<file path="src/rtl/uart_tx_mmio_pkg.sv">
// Shared definitions for the UART console blocks: FSM encoding, status layout,
// default register addresses.
package uart_defs;

   typedef enum logic [1:0] {
      ST_IDLE  = 2'd0,
      ST_START = 2'd1,
      ST_DATA  = 2'd2,
      ST_STOP  = 2'd3
   } tx_state_e;

   localparam int STAT_EMPTY   = 0;
   localparam int STAT_FULL    = 1;
   localparam int STAT_OVF     = 2;
   localparam int STAT_BUSY    = 3;
   localparam int STAT_CNT_LSB = 4;

   localparam logic [31:0] DEF_TX_ADDR   = 32'hFFFF_0000;
   localparam logic [31:0] DEF_STAT_ADDR = 32'hFFFF_0004;

   function automatic logic [31:0] pack_status(input logic        empty,
                                               input logic        full,
                                               input logic        ovf,
                                               input logic        busy,
                                               input logic [31:0] count);
      logic [31:0] s;
      s = count << STAT_CNT_LSB;
      s[STAT_EMPTY] = empty;
      s[STAT_FULL]  = full;
      s[STAT_OVF]   = ovf;
      s[STAT_BUSY]  = busy;
      return s;
   endfunction

endpackage

</file>
<file path="src/rtl/uart_tx_mmio_fifo.sv">
// Synchronous FIFO with occupancy count; shared by the UART TX and RX blocks.
module sync_fifo #(
   parameter int WIDTH = 8,
   parameter int DEPTH = 16,
   localparam int AW = $clog2(DEPTH)
) (
   input  logic             clk,
   input  logic             rst,
   input  logic             push,
   input  logic [WIDTH-1:0] wdata,
   input  logic             pop,
   output logic [WIDTH-1:0] rdata,
   output logic             full,
   output logic             empty,
   output logic [AW:0]      count
);

   logic [WIDTH-1:0] mem_q [DEPTH];
   logic [AW-1:0]    wptr_q, wptr_d;
   logic [AW-1:0]    rptr_q, rptr_d;
   logic [AW:0]      count_q, count_d;
   logic             do_push, do_pop;

   assign full    = (count_q == (AW+1)'(DEPTH));
   assign empty   = (count_q == '0);
   assign count   = count_q;
   assign rdata   = mem_q[rptr_q];
   assign do_push = push && !full;
   assign do_pop  = pop && !empty;

   always_comb begin
      wptr_d  = wptr_q;
      rptr_d  = rptr_q;
      count_d = count_q;
      if (do_push) wptr_d = wptr_q + 1'b1;
      if (do_pop)  rptr_d = rptr_q + 1'b1;
      case ({do_push, do_pop})
         2'b10:   count_d = count_q + 1'b1;
         2'b01:   count_d = count_q - 1'b1;
         default: count_d = count_q;
      endcase
   end

   always_ff @(posedge clk) begin
      if (rst) begin
         wptr_q  <= '0;
         rptr_q  <= '0;
         count_q <= '0;
      end else begin
         wptr_q  <= wptr_d;
         rptr_q  <= rptr_d;
         count_q <= count_d;
      end
   end

   // Storage carries no reset; only pointers define validity.
   always_ff @(posedge clk) begin
      if (do_push) mem_q[wptr_q] <= wdata;
   end

endmodule

</file>
<file path="src/rtl/uart_tx_mmio.sv">
// Memory-mapped UART transmitter: TX/status register decode, byte FIFO and
// 8N1 serializer with registered line outputs.
module uart_tx_mmio
   import uart_defs::*;
#(
   parameter int          CLKS_PER_BIT = 217,
   parameter int          FIFO_DEPTH   = 16,
   parameter logic [31:0] TX_ADDR      = DEF_TX_ADDR,
   parameter logic [31:0] STAT_ADDR    = DEF_STAT_ADDR
) (
   input  logic        clk,
   input  logic        rst,
   input  logic        mem_write_en,
   input  logic [31:0] mem_write_addr,
   input  logic [31:0] mem_write_data,
   input  logic        mem_read_en,
   input  logic [31:0] mem_read_addr,
   output logic [31:0] mem_read_data,
   output logic        rd_hit,
   output logic        tx,
   output logic        tx_busy
);

   localparam int AW = $clog2(FIFO_DEPTH);
   localparam int CW = (CLKS_PER_BIT > 2) ? $clog2(CLKS_PER_BIT) : 1;
   localparam logic [CW-1:0] BAUD_RELOAD = CW'(CLKS_PER_BIT - 1);

   logic        push_hit, clr_hit, stat_rd;
   logic        fifo_full, fifo_empty, fifo_pop;
   logic [7:0]  fifo_rdata;
   logic [AW:0] fifo_count;
   logic [31:0] status;

   logic        ovf_q, ovf_d;
   logic        rd_hit_q, rd_hit_d;
   logic [31:0] rdata_q, rdata_d;

   tx_state_e     state_q;
   logic [CW-1:0] baud_q;
   logic [2:0]    bit_idx_q;
   logic [7:0]    shreg_q;
   logic          tx_q, busy_q;

   logic unused_wdata;
   assign unused_wdata = ^mem_write_data[31:8];

   assign push_hit = mem_write_en && (mem_write_addr == TX_ADDR);
   assign clr_hit  = mem_write_en && (mem_write_addr == STAT_ADDR);
   assign stat_rd  = mem_read_en && (mem_read_addr == STAT_ADDR);
   assign fifo_pop = (state_q == ST_IDLE) && !fifo_empty;

   sync_fifo #(.WIDTH(8), .DEPTH(FIFO_DEPTH)) u_fifo (
      .clk   (clk),
      .rst   (rst),
      .push  (push_hit),
      .wdata (mem_write_data[7:0]),
      .pop   (fifo_pop),
      .rdata (fifo_rdata),
      .full  (fifo_full),
      .empty (fifo_empty),
      .count (fifo_count)
   );

   assign status = pack_status(fifo_empty, fifo_full, ovf_q, busy_q, 32'(fifo_count));

   // Full is judged on the pre-edge count, so a same-cycle pop never rescues the byte.
   always_comb begin
      ovf_d = ovf_q;
      if (push_hit && fifo_full) ovf_d = 1'b1;
      else if (clr_hit)          ovf_d = 1'b0;
      rd_hit_d = stat_rd;
      rdata_d  = stat_rd ? status : 32'h0;
   end

   always_ff @(posedge clk) begin
      if (rst) begin
         ovf_q    <= 1'b0;
         rd_hit_q <= 1'b0;
         rdata_q  <= 32'h0;
      end else begin
         ovf_q    <= ovf_d;
         rd_hit_q <= rd_hit_d;
         rdata_q  <= rdata_d;
      end
   end

   // tx_q is updated on each state transition so the line matches the state it enters.
   always_ff @(posedge clk) begin
      if (rst) begin
         state_q   <= ST_IDLE;
         baud_q    <= '0;
         bit_idx_q <= '0;
         shreg_q   <= '0;
         tx_q      <= 1'b1;
         busy_q    <= 1'b0;
      end else begin
         case (state_q)
            ST_IDLE: begin
               if (!fifo_empty) begin
                  shreg_q <= fifo_rdata;
                  baud_q  <= BAUD_RELOAD;
                  state_q <= ST_START;
                  tx_q    <= 1'b0;
                  busy_q  <= 1'b1;
               end
            end
            ST_START: begin
               if (baud_q == '0) begin
                  baud_q    <= BAUD_RELOAD;
                  bit_idx_q <= '0;
                  state_q   <= ST_DATA;
                  tx_q      <= shreg_q[0];
               end else begin
                  baud_q <= baud_q - 1'b1;
               end
            end
            ST_DATA: begin
               if (baud_q == '0) begin
                  baud_q  <= BAUD_RELOAD;
                  shreg_q <= shreg_q >> 1;
                  if (bit_idx_q == 3'd7) begin
                     state_q <= ST_STOP;
                     tx_q    <= 1'b1;
                  end else begin
                     bit_idx_q <= bit_idx_q + 1'b1;
                     tx_q      <= shreg_q[1];
                  end
               end else begin
                  baud_q <= baud_q - 1'b1;
               end
            end
            ST_STOP: begin
               if (baud_q == '0) begin
                  state_q <= ST_IDLE;
                  busy_q  <= 1'b0;
               end else begin
                  baud_q <= baud_q - 1'b1;
               end
            end
            default: state_q <= ST_IDLE;
         endcase
      end
   end

   assign mem_read_data = rdata_q;
   assign rd_hit        = rd_hit_q;
   assign tx            = tx_q;
   assign tx_busy       = busy_q;

endmodule

</file>
<file path="config.mk">
export PLATFORM = sky130hd
export DESIGN_NAME = uart_tx_mmio
export DESIGN_NICKNAME = d
export VERILOG_FILES = /design/src/rtl/uart_tx_mmio_pkg.sv /design/src/rtl/uart_tx_mmio_fifo.sv /design/src/rtl/uart_tx_mmio.sv
export SDC_FILE = /design/constraint.sdc
export NUM_CORES = 1
export LEC_CHECK = 0
export ABC_AREA = 0
export CORE_UTILIZATION = 55
export DETAILED_ROUTE_END_ITERATION = 16
export PLACE_DENSITY = 0.91
export REMOVE_ABC_BUFFERS = 1
export SLEW_MARGIN = 10
export SYNTH_ARGS = -nofsm -noshare
export SYNTH_HDL_FRONTEND = slang
export SYNTH_SLANG_ARGS = --single-unit
</file>
<file path="constraint.sdc">
create_clock -name clk -period 8.9 [get_ports clk]
set_input_delay 1.335 -clock clk [delete_from_list [all_inputs] [get_ports clk]]
set_output_delay 1.335 -clock clk [all_outputs]
set_load 0.01 [all_outputs]
</file>
# Yosys cells after proc, flatten, opt, wreduce, memory -nomap -nowiden
# Memory sizes are Yosys's and may differ from the RTL's. A register that Yosys moved wholly into a read port is not among the register bits.
# Index checks and enable logic that the tools add are counted.
# classes
addsub	6
n_eq_ne	17
muxes	32
n_bitwise	1
n_reduce_logical	26
# op_table
operator	count
$eq A32 B32 Y1 const B	3
$mux W8	5
$pmux W8 S3	1
$pmux W8 S2	1
$ne A2 B2 Y1 const B	7
$mux W1	10
$mux W2	5
$pmux W5 S2	1
$reduce_bool A2 Y1	5
$mux W3	3
$add A4 B1 Y4 const B	2
$logic_not A8 Y1	1
$mux W4	2
$pmux W2 S4	1
$reduce_and A4 Y1	2
$sub A8 B1 Y8 const B	1
$logic_and A1 B1 Y1	7
$eq A2 B2 Y1 const B	3
$pmux W3 S2	1
$reduce_and A3 Y1	2
$add A5 B1 Y5 const B	1
$eq A5 B5 Y1 const B	1
$logic_not A5 Y1	1
$reduce_and A5 Y1	1
12 further kinds	15
# word_totals
reg_bits	70
mem_bits_rw	128
in_bits	100
output_inout_bits	35
mem_count	1
# memory_table
memory	depth	word_bits	read_ports	rd_clocked_by_memory_dff	write_ports	line_no	text
u_fifo.mem_q	16	8	1	1	1	uart_tx_mmio_fifo.sv:18	logic [WIDTH-1:0] mem_q [DEPTH];

# Longest topological paths before layout
# Gate-level depths: netlist of the first run.
# logic_depth
depth_word	6
ltp_mapped	13

# Hierarchy
# Synthesis of the first run repeated with hierarchy kept, for this count alone.
# hier_totals
hier_cells	565
hier_area_um2	7912.6
# by_module_without_submodules
mod	instances	cells_each	area_per_inst_um2
sync_fifo	1	330	5891.9
uart_tx_mmio	1	235	2020.7

# Worst setup path after synthesis of the first run
# OpenSTA, ideal clock, no wires.
# synth_path
path_kind	input port to flip-flop
startpoint	in mem_write_en
endpoint	reg u_fifo.count_q[4] (netlist: u_fifo.count[4])
t_arrival_ns	3.768
setup_slack_ns	5.011
path_stages	12
path_cell_list	nand4_1 > nor4_1 > nand3_1 > ha_1 > clkbuf_1 > xor2_1 > ha_1 > a211o_1 > nand2_1 > nand3b_1 > a31oi_1 > mux2_2
# synth_between
elab_chain_cells	4
elab_cells_between_ends	6
# synth_rtl
element	line_no	text
from (decl)	uart_tx_mmio.sv:13	input logic mem_write_en,
$logic_and A1 B1 Y1 *	uart_tx_mmio.sv:47	assign push_hit = mem_write_en && (mem_write_addr == TX_ADDR);
$logic_and A1 B1 Y1 *	uart_tx_mmio_fifo.sv:28	assign do_push = push && !full;
$eq A2 B1 Y1 or $eq A2 B2 Y1 (tied branches)	uart_tx_mmio_fifo.sv:37	case ({do_push, do_pop})
$pmux W5 S2 or $reduce_bool A2 Y1 (tied branches)	-	
to (signal assigned)	uart_tx_mmio_fifo.sv:52	count_q <= count_d;
to (decl)	uart_tx_mmio_fifo.sv:21	logic [AW:0] count_q, count_d;
# Mark *: on every way between the ends. The rest lies on a longest branch, timed or not.
# A chain may end at the register's enable or synchronous reset.

# Worst setup path in the final report of the first run
# Ends and elaborated chain as after synthesis.

==> impl_metrics.ini, run 1 <==
[floorplan]
dieArea_sq_um = 14320
initial_core_util_pct = 57.05
dieHeight_microns = 119.7
die-width_microns = 119.7
io_pins = 135
coreArea_sq_um = 13350
row_count = 42

[yosys]
synthCells = 530
synth_top_area_share_pct = 50.48
ys_seq_elements = 179
yosysSeqAreaShare_pct = 63.88
synth.area.mux_share_pct = 10.40
synth_warnings = 0
synth_xor_area_share_pct = 1.035
synth_edf_count = 128
synthTopCellsByArea = edfxtp_1 (50%), dfxtp_1 (13%), mux4_2 (9.5%), ha_1 (2.6%), a21oi_1 (2.3%)
synthArstFlopShare_pct = 0
synth.distinct_cells = 64
syn_area_per_cell_sq_um = 14.37
synth_compound_area_share_pct = 8.084
synth_simple_gate_area_share_pct = 9.547
synth_top_family_by_area = multiplexers
synth-adder-area-share_pct = 2.629
synth_area_sq_um = 7615
yosys.area.top_type = edfxtp_1
ys.flop_type = edfxtp_1

[global_routing]
grt_max_degree = 33
grt_usage_pct = 23.40
grt_overflow = 0
grt_pass1_wl_microns = 24810
antenna_found_initial = 0
grt_pass1_vias = 4871

[worst_hold_path]
holdCritPathClass = reg2reg
min_path_cells = 1

[clock_tree]
holdBufCountCts = 0
cts_tree = yes
worstSkewPairLatency_ns = 0.43
cts_root_buffer = clkbuf_16
cts_sinks = 179
postCtsSetupRepairBufs = 0
ctsResizeCount = 0
htreeDepth = 4
cts_buffers = 17
clkTransAtPathRegs_ns = 0.07
clock_path_buffers = 2

[outcome]
outcome = finished clean

[placed_design]
dp_hpwl_microns = 10690
dp_slack_ns = 4.059
io_buffers = 87
placed_cells = 768
place.gp.congestion = 0.7908

[route]
drtPass1Iterations = 5
drt-total-wl_microns = 15850
ant_nets = 0
vias = 4763
avgRoutedWirePerCell_microns = 19.81
drt_iter0_markers = 540
vias_per_cell = 5.954
drc = 0

[worst_setup_path]
r2r_cells = 11
arrival_ns = 4.66
endpoint_kind = flop
cp_max_fo = 10
critPathLaunchType = input port
reg2reg_slack_ns = 5.49
critPathKind = in2reg
required_ns = 9.23

[sta]
fin_crit_sh_pct = 48.68
rsz0062_at_grt = false
final.setup.tns_ns = 0
tightest_slew_ns = 1.183
drv_slew = 0
slew_headroom_pct = 20.55
worst_slack_ns = 4.568
timing.final.crit_period_ns = 4.332
fmax_mhz = 230.8
setup_viol = 0
hold_viol_final = 0
clock_skew_ns = 0.01066

[final_layout]
syn_to_final_growth_pct = 19.24
antenna_cells = 0
nNetsFinal = 727
layoutNonFillerInstCount = 800
fillerInstances = 878
postLayoutCoreUtil_pct = 68.03
drive_above_1_share_pct = 13.62

[job]
cap_viol_max_count = 0

[pwr]
power.leakage_nw = 3.048
p_per_area_nw_per_um2 = 267.9
ir_worst_vdd_mv = 0.1978
==> cell type report <==
class                           instances  area (sq um)  share of cell area (%)
Clock buffer                           18         429.2                   4.726
Clock inverter                         14         140.1                   1.543
Inverter                                9         33.78                  0.3721
Multi-Input combinational cell        315          2505                   27.59
Sequential cell                       179          4866                   53.59
Tap cell                              176         220.2                   2.425
Timing Repair Buffer                   89         885.9                   9.756
==> logic make-up after synthesis <==
logic type      after synthesis
fa+ha+maj                    16
mux                          39
other cells                   1
buf+inv                      58
compound gates               95
xor+xnor                      9
flops                       179
simple gates                133
==> worst paths after layout <==
check / endpoint / startpoint
setup / recovery: u_fifo.count[4]$_SDFFE_PP0P_ / mem_write_en
setup reg to reg: u_fifo.count[4]$_SDFFE_PP0P_ / state_q[0]$_SDFFE_PP0P_
hold reg to reg: mem_read_data[2]$_SDFF_PP0_ / ovf_q$_SDFFE_PP0P_
hold / removal: mem_read_data[2]$_SDFF_PP0_ / ovf_q$_SDFFE_PP0P_
==> state kept, by name, indices dropped and copies added, names as in the netlist, 2 cells and up, named ones only <==
| signal | count |
|---|---|
| u_fifo.rptr_q | 4 |
| u_fifo.count | 5 |
| baud_q | 8 |
| u_fifo.wptr_q | 4 |
| state_q | 2 |
| shreg_q | 8 |
| u_fifo.mem_q | 128 |
| mem_read_data | 9 |
| bit_idx_q | 3 |
==> metrics by stage <==
step	instance area, sq um	hold WS [ns]	power, mW
after floorplan	7398	0.4295	1.519
after global placement	8506	0.4439	1.669
after detailed placement	8506	0.4549	1.713
after CTS	9075	0.4694	2.433
after global routing	9080	0.5034	2.546
final	9080	0.4662	2.433
==> critical path: stages <==
cell	delay [ns]
clkdlybuf4s50_1	0.45
nand4_1	0.09
nor4_1	0.59
nand3_1	0.39
ha_1	0.43
xor2_1	0.19
ha_1	0.23
a211o_1	0.29
nand2_1	0.07
nand3b_1	0.07
a31oi_1	0.16
mux2_2	0.35
==> routing by layer <==
metal	global-route usage, %	part of all wire [%]	wire length [microns]	up-vias
li1	-	-	-	2166
met1	28.03	38	5985	2319
met2	41.11	53	8322	258
met3	6.464	8.7	1386	20
met4	6.953	0.98	156	0
met5	0	0	0	-
==> cell usage after synthesis (all sizes together) (3+ instances only) <==
| master | n |
|---|---|
| and2 | 11 |
| a211oi | 3 |
| nand2b | 6 |
| nand2 | 17 |
| or2 | 4 |
| or4 | 4 |
| nor4b | 3 |
| and3 | 4 |
| xor2 | 7 |
| clkbuf | 16 |
| buf | 32 |
| o21ai | 16 |
| nand4 | 13 |
| dfxtp | 51 |
| nor4 | 9 |
| a31oi | 6 |
| nor3 | 10 |
| edfxtp | 128 |
| a22oi | 17 |
| inv | 9 |
| ha | 16 |
| nand3 | 4 |
| nor2 | 38 |
| mux2i | 6 |
| mux4 | 32 |
| a21oi | 38 |
==> power breakdown <==
group          switching (mW)  internal [mW]
registers              0.0457          0.942
clock network           0.329          0.394
logic                   0.406          0.316
==> layout by cell type, fill, tap and decap left out, drive strengths merged, types with 2 or more instances in the layout <==
| master | Yosys | final |
|---|---|---|
| a211o | 2 | 2 |
| a211oi | 3 | 3 |
| a21oi | 38 | 38 |
| a22oi | 17 | 17 |
| a31oi | 6 | 6 |
| and2 | 11 | 11 |
| and3 | 4 | 4 |
| buf | 32 | 2 |
| clkbuf | 16 | 18 |
| clkdlybuf4s50 | 0 | 87 |
| clkinv | 0 | 3 |
| clkinvlp | 0 | 2 |
| conb | 1 | 23 |
| dfxtp | 51 | 51 |
| edfxtp | 128 | 128 |
| ha | 16 | 16 |
| inv | 9 | 17 |
| mux2i | 6 | 6 |
| mux4 | 32 | 32 |
| nand2 | 17 | 17 |
| nand2b | 6 | 6 |
| nand3 | 4 | 4 |
| nand4 | 13 | 13 |
| nor2 | 38 | 38 |
| nor2b | 2 | 2 |
| nor3 | 10 | 10 |
| nor3b | 2 | 2 |
| nor4 | 9 | 9 |
| nor4b | 3 | 3 |
| o21ai | 16 | 16 |
| o221a | 2 | 2 |
| o22ai | 2 | 2 |
| or2 | 4 | 4 |
| or3 | 2 | 2 |
| or4 | 4 | 4 |
| xnor2 | 2 | 2 |
| xor2 | 7 | 7 |
Note: power is estimated with default switching activity, not from simulation.
==> run 2: changes to the inputs <==
Settings changed: CORE_UTILIZATION 55 to 48, PLACE_DENSITY 0.91 to 0.85.
Clock period 8.9 ns to 3.7 ns, I/O delays scaled along.
==> run 2 against run 1 <==
Register-to-register slack got worse by 4.9 ns; sequential power up 150%; worst hold slack improved by 0.00089 ns; flip-flop and latch count unchanged; largest cell class unchanged; largest power group unchanged; highest routed layer unchanged.
==> impl_metrics.ini, run 2 (same netlist as run 1, synthesis figures left out) <==
[global_routing]
grt_overflow = 0
grt_pass1_wl_microns = 24830
antenna_found_initial = 0
grt_max_degree = 33
grt_usage_pct = 20.48
grt_pass1_vias = 4874

[sta]
worst_slack_ns = 0.5788
timing.final.crit_period_ns = 3.121
rsz0062_at_grt = false
slew_headroom_pct = 35.83
clock_skew_ns = 0.009098
fmax_mhz = 320.4
tightest_slew_ns = 0.9625
setup_viol = 0
final.setup.tns_ns = 0
drv_slew = 0
hold_viol_final = 0
fin_crit_sh_pct = 84.36

[placed_design]
placed_cells = 822
io_buffers = 87
place.gp.congestion = 0.8176
dp_hpwl_microns = 10820
dp_slack_ns = 0.1400

[final_layout]
fillerInstances = 1112
antenna_cells = 0
final_common_cell = edfxtp_1
mostFrequentLayoutCells = edfxtp_1 (128), clkdlybuf4s50_1 (87), dfxtp_1 (49)
top_register = u_fifo.mem_q
postLayoutCoreUtil_pct = 60.31
largest_register_ffs = 128
nNetsFinal = 746
layoutNonFillerInstCount = 854
syn_to_final_growth_pct = 21.29
drive_above_1_share_pct = 16.02

[route]
vias_per_cell = 5.690
drtPass1Iterations = 7
vias = 4859
drt_iter0_markers = 364
drc = 0
avgRoutedWirePerCell_microns = 18.95
drt-total-wl_microns = 16190
ant_nets = 0

[floorplan]
row_count = 45
io_pins = 135
dieArea_sq_um = 16370
dieHeight_microns = 128.0
die-width_microns = 128.0
initial_core_util_pct = 49.72
coreArea_sq_um = 15310

[clock_tree]
htreeDepth = 4
cts_buffers = 17
cts_sinks = 179
ctsResizeCount = 0
postCtsSetupRepairBufs = 0
cts_root_buffer = clkbuf_16
clkTransAtPathRegs_ns = 0.07
holdBufCountCts = 0
clock_path_buffers = 2
worstSkewPairLatency_ns = 0.44
cts_tree = yes

[pwr]
p_clk_share_pct = 28.3
power.share.switching_pct = 32.61
p_total_mw = 5.812
power_frac_comb_pct = 29.3
power_frac_seq_pct = 42.3
power.leakage_nw = 3.137
ir_worst_vdd_mv = 0.5858
p_per_area_nw_per_um2 = 629.2
p_switching_mw = 1.895
intPower_mw = 3.916

[worst_setup_path]
worstReg2RegStart = state_q[1]$_SDFFE_PP0P_
critPathKind = reg2reg
startpoint = state_q[1]$_SDFFE_PP0P_
arrival_ns = 3.45
required_ns = 4.03
cp_max_fo = 15
critPathLaunchType = flop
endpoint_kind = flop

[job]
cap_viol_max_count = 0

[worst_hold_path]
worstHoldStart = bit_idx_q[1]$_SDFFE_PP0P_
holdCritPathClass = reg2reg

[outcome]
outcome = finished clean
==> run 2: cell types whose count changed in the layout (fill, tap and decap cells not counted) <==
cell,before,now
bufinv_16,1,0
clkinvlp_4,2,0
dfxtp_1,50,49
buf_12,0,1
dfxtp_2,1,2
buf_4,2,20
clkinv_2,1,3
clkinv_4,1,4
inv_8,3,0
nor3_2,1,0
nor3_1,9,10
clkinv_1,1,2
==> run 2: layout make-up <==
type / instances / area [sq um] / area share [%]
well taps: 211 / 264.0 / 2.858
clock inverters: 14 / 101.3 / 1.097
repair buffers: 108 / 1041 / 11.27
multi-input cells: 315 / 2500 / 27.07
inverters: 9 / 33.78 / 0.3658
clock buffers: 18 / 429.2 / 4.646
flip-flops and latches: 179 / 4867 / 52.70
==> run 2: critical path: stages (launching register included) <==
cell and delay (ns):
dfxtp_1 0.35, inv_1 0.11, ha_1 0.47, a21boi_1 0.30, ha_1 0.42, xor2_1 0.20
ha_1 0.25, nor2_1 0.06, nor3b_1 0.18, o21ai_0 0.12, a31oi_1 0.20, mux2_2 0.35
==> run 2: path summary, 6_finish.rpt <==
check / to / slack (ns) / cells after the start
max: u_fifo.count[4]$_SDFFE_PP0P_ / 0.58 / 11
min: bit_idx_q[1]$_SDFFE_PP0P_ / 0.47 / 2
max reg2reg: u_fifo.count[4]$_SDFFE_PP0P_ / 0.58 / 11
min reg2reg: bit_idx_q[1]$_SDFFE_PP0P_ / 0.47 / 2
==> run 2: per-layer routing <==
metal  global-route usage [%]  vias up  share of wire (%)
li1                         -     2201                  -
met1                    24.18     2414                 39
met2                    36.22      222                 51
met3                    5.426       22                8.3
met4                    6.920        0                1.7
met5                        0        -                  0
==> run 2: power groups by stage <==
| stage | Clock [mW] | Combinational [mW] | Sequential (mW) |
|---|---|---|---|
| global placement | 0 | 1.57 | 2.49 |
| floorplan | 0 | 1.19 | 2.47 |
| global route | 1.72 | 1.86 | 2.49 |
| detailed placement | 0 | 1.67 | 2.50 |
| finish | 1.65 | 1.70 | 2.46 |
| CTS | 1.65 | 1.69 | 2.46 |
==> run 2: metrics by stage <==
step	cell area (sq um)	hold slack, ns
6_report	9236	0.4671
5_1_grt	9236	0.4806
4_1_cts	9236	0.4618
3_5_place_dp	8706	0.4508
3_3_place_gp	8706	0.4408
2_1_floorplan	7398	0.4295
==> run 3: changes to the inputs <==
Settings changed: CORE_UTILIZATION 48 to 53, PLACE_DENSITY 0.85 to 0.88.
Clock period 3.7 ns to 3.17 ns, I/O delays scaled along.
==> run 3 against run 2 <==
Sequential power is 14% higher; clock power increased by 26%; flip-flop and latch count is the same; cell count shrank 2.6%; critical path type unchanged; largest cell class unchanged; non-clock buffer count rose by 9; worst hold slack gained 0.0011 ns; design area is 0.85% higher; worst setup slack worse by 0.31 ns; total power up 20%; clock skew about the same.
==> impl_metrics.ini, run 3 (same netlist as run 1, synthesis figures left out) <==
[worst_setup_path]
critPathLaunchType = flop
required_ns = 3.49
arrival_ns = 3.22
cp_max_fo = 15
critPathKind = reg2reg
endpoint_kind = flop

[clock_tree]
htreeDepth = 4
holdBufCountCts = 0
worstSkewPairLatency_ns = 0.43
clock_path_buffers = 2
cts_sinks = 179
ctsResizeCount = 0
cts_buffers = 17
clkTransAtPathRegs_ns = 0.06
cts_root_buffer = clkbuf_16
cts_tree = yes
postCtsSetupRepairBufs = 0

[floorplan]
coreArea_sq_um = 13930
dieArea_sq_um = 14850
io_pins = 135
die-width_microns = 121.9
initial_core_util_pct = 54.65
row_count = 43
dieHeight_microns = 121.9

[route]
drt-total-wl_microns = 16680
vias_per_cell = 5.832
vias = 4852
drt_iter0_markers = 403
drc = 0
ant_nets = 0
avgRoutedWirePerCell_microns = 20.05
drtPass1Iterations = 5

[final_layout]
drive_above_1_share_pct = 16.87
top_register = u_fifo.mem_q
fillerInstances = 926
antenna_cells = 0
nNetsFinal = 755
layoutNonFillerInstCount = 832
final_common_cell = edfxtp_1
mostFrequentLayoutCells = edfxtp_1 (128), clkdlybuf4s50_1 (87), dfxtp_1 (50)
postLayoutCoreUtil_pct = 66.85
syn_to_final_growth_pct = 22.33
design_area_sq_um = 9315
largest_register_ffs = 128

[sta]
clock_skew_ns = 0.008680
hold_viol_final = 0
slew_headroom_pct = 54.36
timing.final.crit_period_ns = 2.900
drv_slew = 0
rsz0062_at_grt = false
fin_crit_sh_pct = 91.47
tightest_slew_ns = 0.6831
fmax_mhz = 344.9
setup_viol = 0

[pwr]
power.share.switching_pct = 31.39
p_switching_mw = 2.195
ir_worst_vdd_mv = 0.4698
p_clk_share_pct = 29.7
p_total_mw = 6.994
power_frac_seq_pct = 40.0
power.leakage_nw = 3.203
intPower_mw = 4.799
power_frac_comb_pct = 30.3
p_per_area_nw_per_um2 = 750.8

[placed_design]
dpl_cell_area_sq_um = 8733
place.gp.congestion = 0.8208
placed_cells = 800
io_buffers = 87
dp_hpwl_microns = 11200

[global_routing]
antenna_found_initial = 0
grt_max_degree = 33
grt_overflow = 0
grt_pass1_wl_microns = 25420
grt_usage_pct = 23.81
grt_pass1_vias = 4851

[job]
cap_viol_max_count = 0

[outcome]
outcome = finished clean

[worst_hold_path]
holdCritPathClass = reg2reg
==> run 3: cell count changes in the layout (fill, tap and decap cells not counted), sizes merged <==
cell	before	now
buf	21	30
bufinv	0	2
clkbuf	18	20
clkinv	9	4
inv	14	15
==> run 3: critical path, cell delays in order (launching register included) <==
cell and delay [ns]:
dfxtp_1 0.33, inv_1 0.11, ha_1 0.48, a21boi_1 0.34, ha_1 0.24, xor2_1 0.16, ha_1 0.21, nor2_1 0.05
nor3b_1 0.19, o21ai_0 0.13, a31oi_1 0.20, mux2_2 0.35
==> run 3: through the flow <==
stage,worst slack [ns],hold WS (ns),TNS [ns]
after CTS,0.2962,0.4741,0
after global routing,0.01387,0.4872,0
after floorplan,0.2271,0.4295,0
after global placement,-0.07405,0.4407,-0.07405
final,0.2704,0.4681,0
after detailed placement,-0.1016,0.4531,-0.1016
==> run 3: path summary, 6_finish.rpt <==
kind                           start                      endpoint  slack (ns)  cells past startpoint
min               ovf_q$_SDFFE_PP0P_   mem_read_data[2]$_SDFF_PP0_        0.47                      1
max          state_q[0]$_SDFFE_PP0P_  u_fifo.count[4]$_SDFFE_PP0P_        0.27                     11
min reg2reg       ovf_q$_SDFFE_PP0P_   mem_read_data[2]$_SDFF_PP0_        0.47                      1
max reg2reg  state_q[0]$_SDFFE_PP0P_  u_fifo.count[4]$_SDFFE_PP0P_        0.27                     11
==> run 3: final cells by class <==
class                           instances  area [sq um]  share of cell area [%]
Sequential cell                       179          4866                   52.24
Tap cell                              180         225.2                   2.418
Inverter                                9         33.78                  0.3627
Timing Repair Buffer                  117          1109                   11.90
Clock inverter                         12         145.1                   1.558
Multi-Input combinational cell        315          2500                   26.84
Clock buffer                           20         436.7                   4.688
==> run 3: metal layers <==
layer  wire [microns]  track usage [%]
met1             6203            26.86
met3             1254            6.273
met2             8930            43.22
met5                0                0
met4              293            8.256
==> run 3: power groups by stage <==
| stage | combinational [mW] | clock [mW] | sequential (mW) |
|---|---|---|---|
| floorplan | 1.38 | 0 | 2.88 |
| CTS | 2.11 | 2.10 | 2.80 |
| finish | 2.12 | 2.08 | 2.80 |
| global route | 2.31 | 2.18 | 2.82 |
| detailed placement | 2.09 | 0 | 2.85 |
| global placement | 1.97 | 0 | 2.83 |
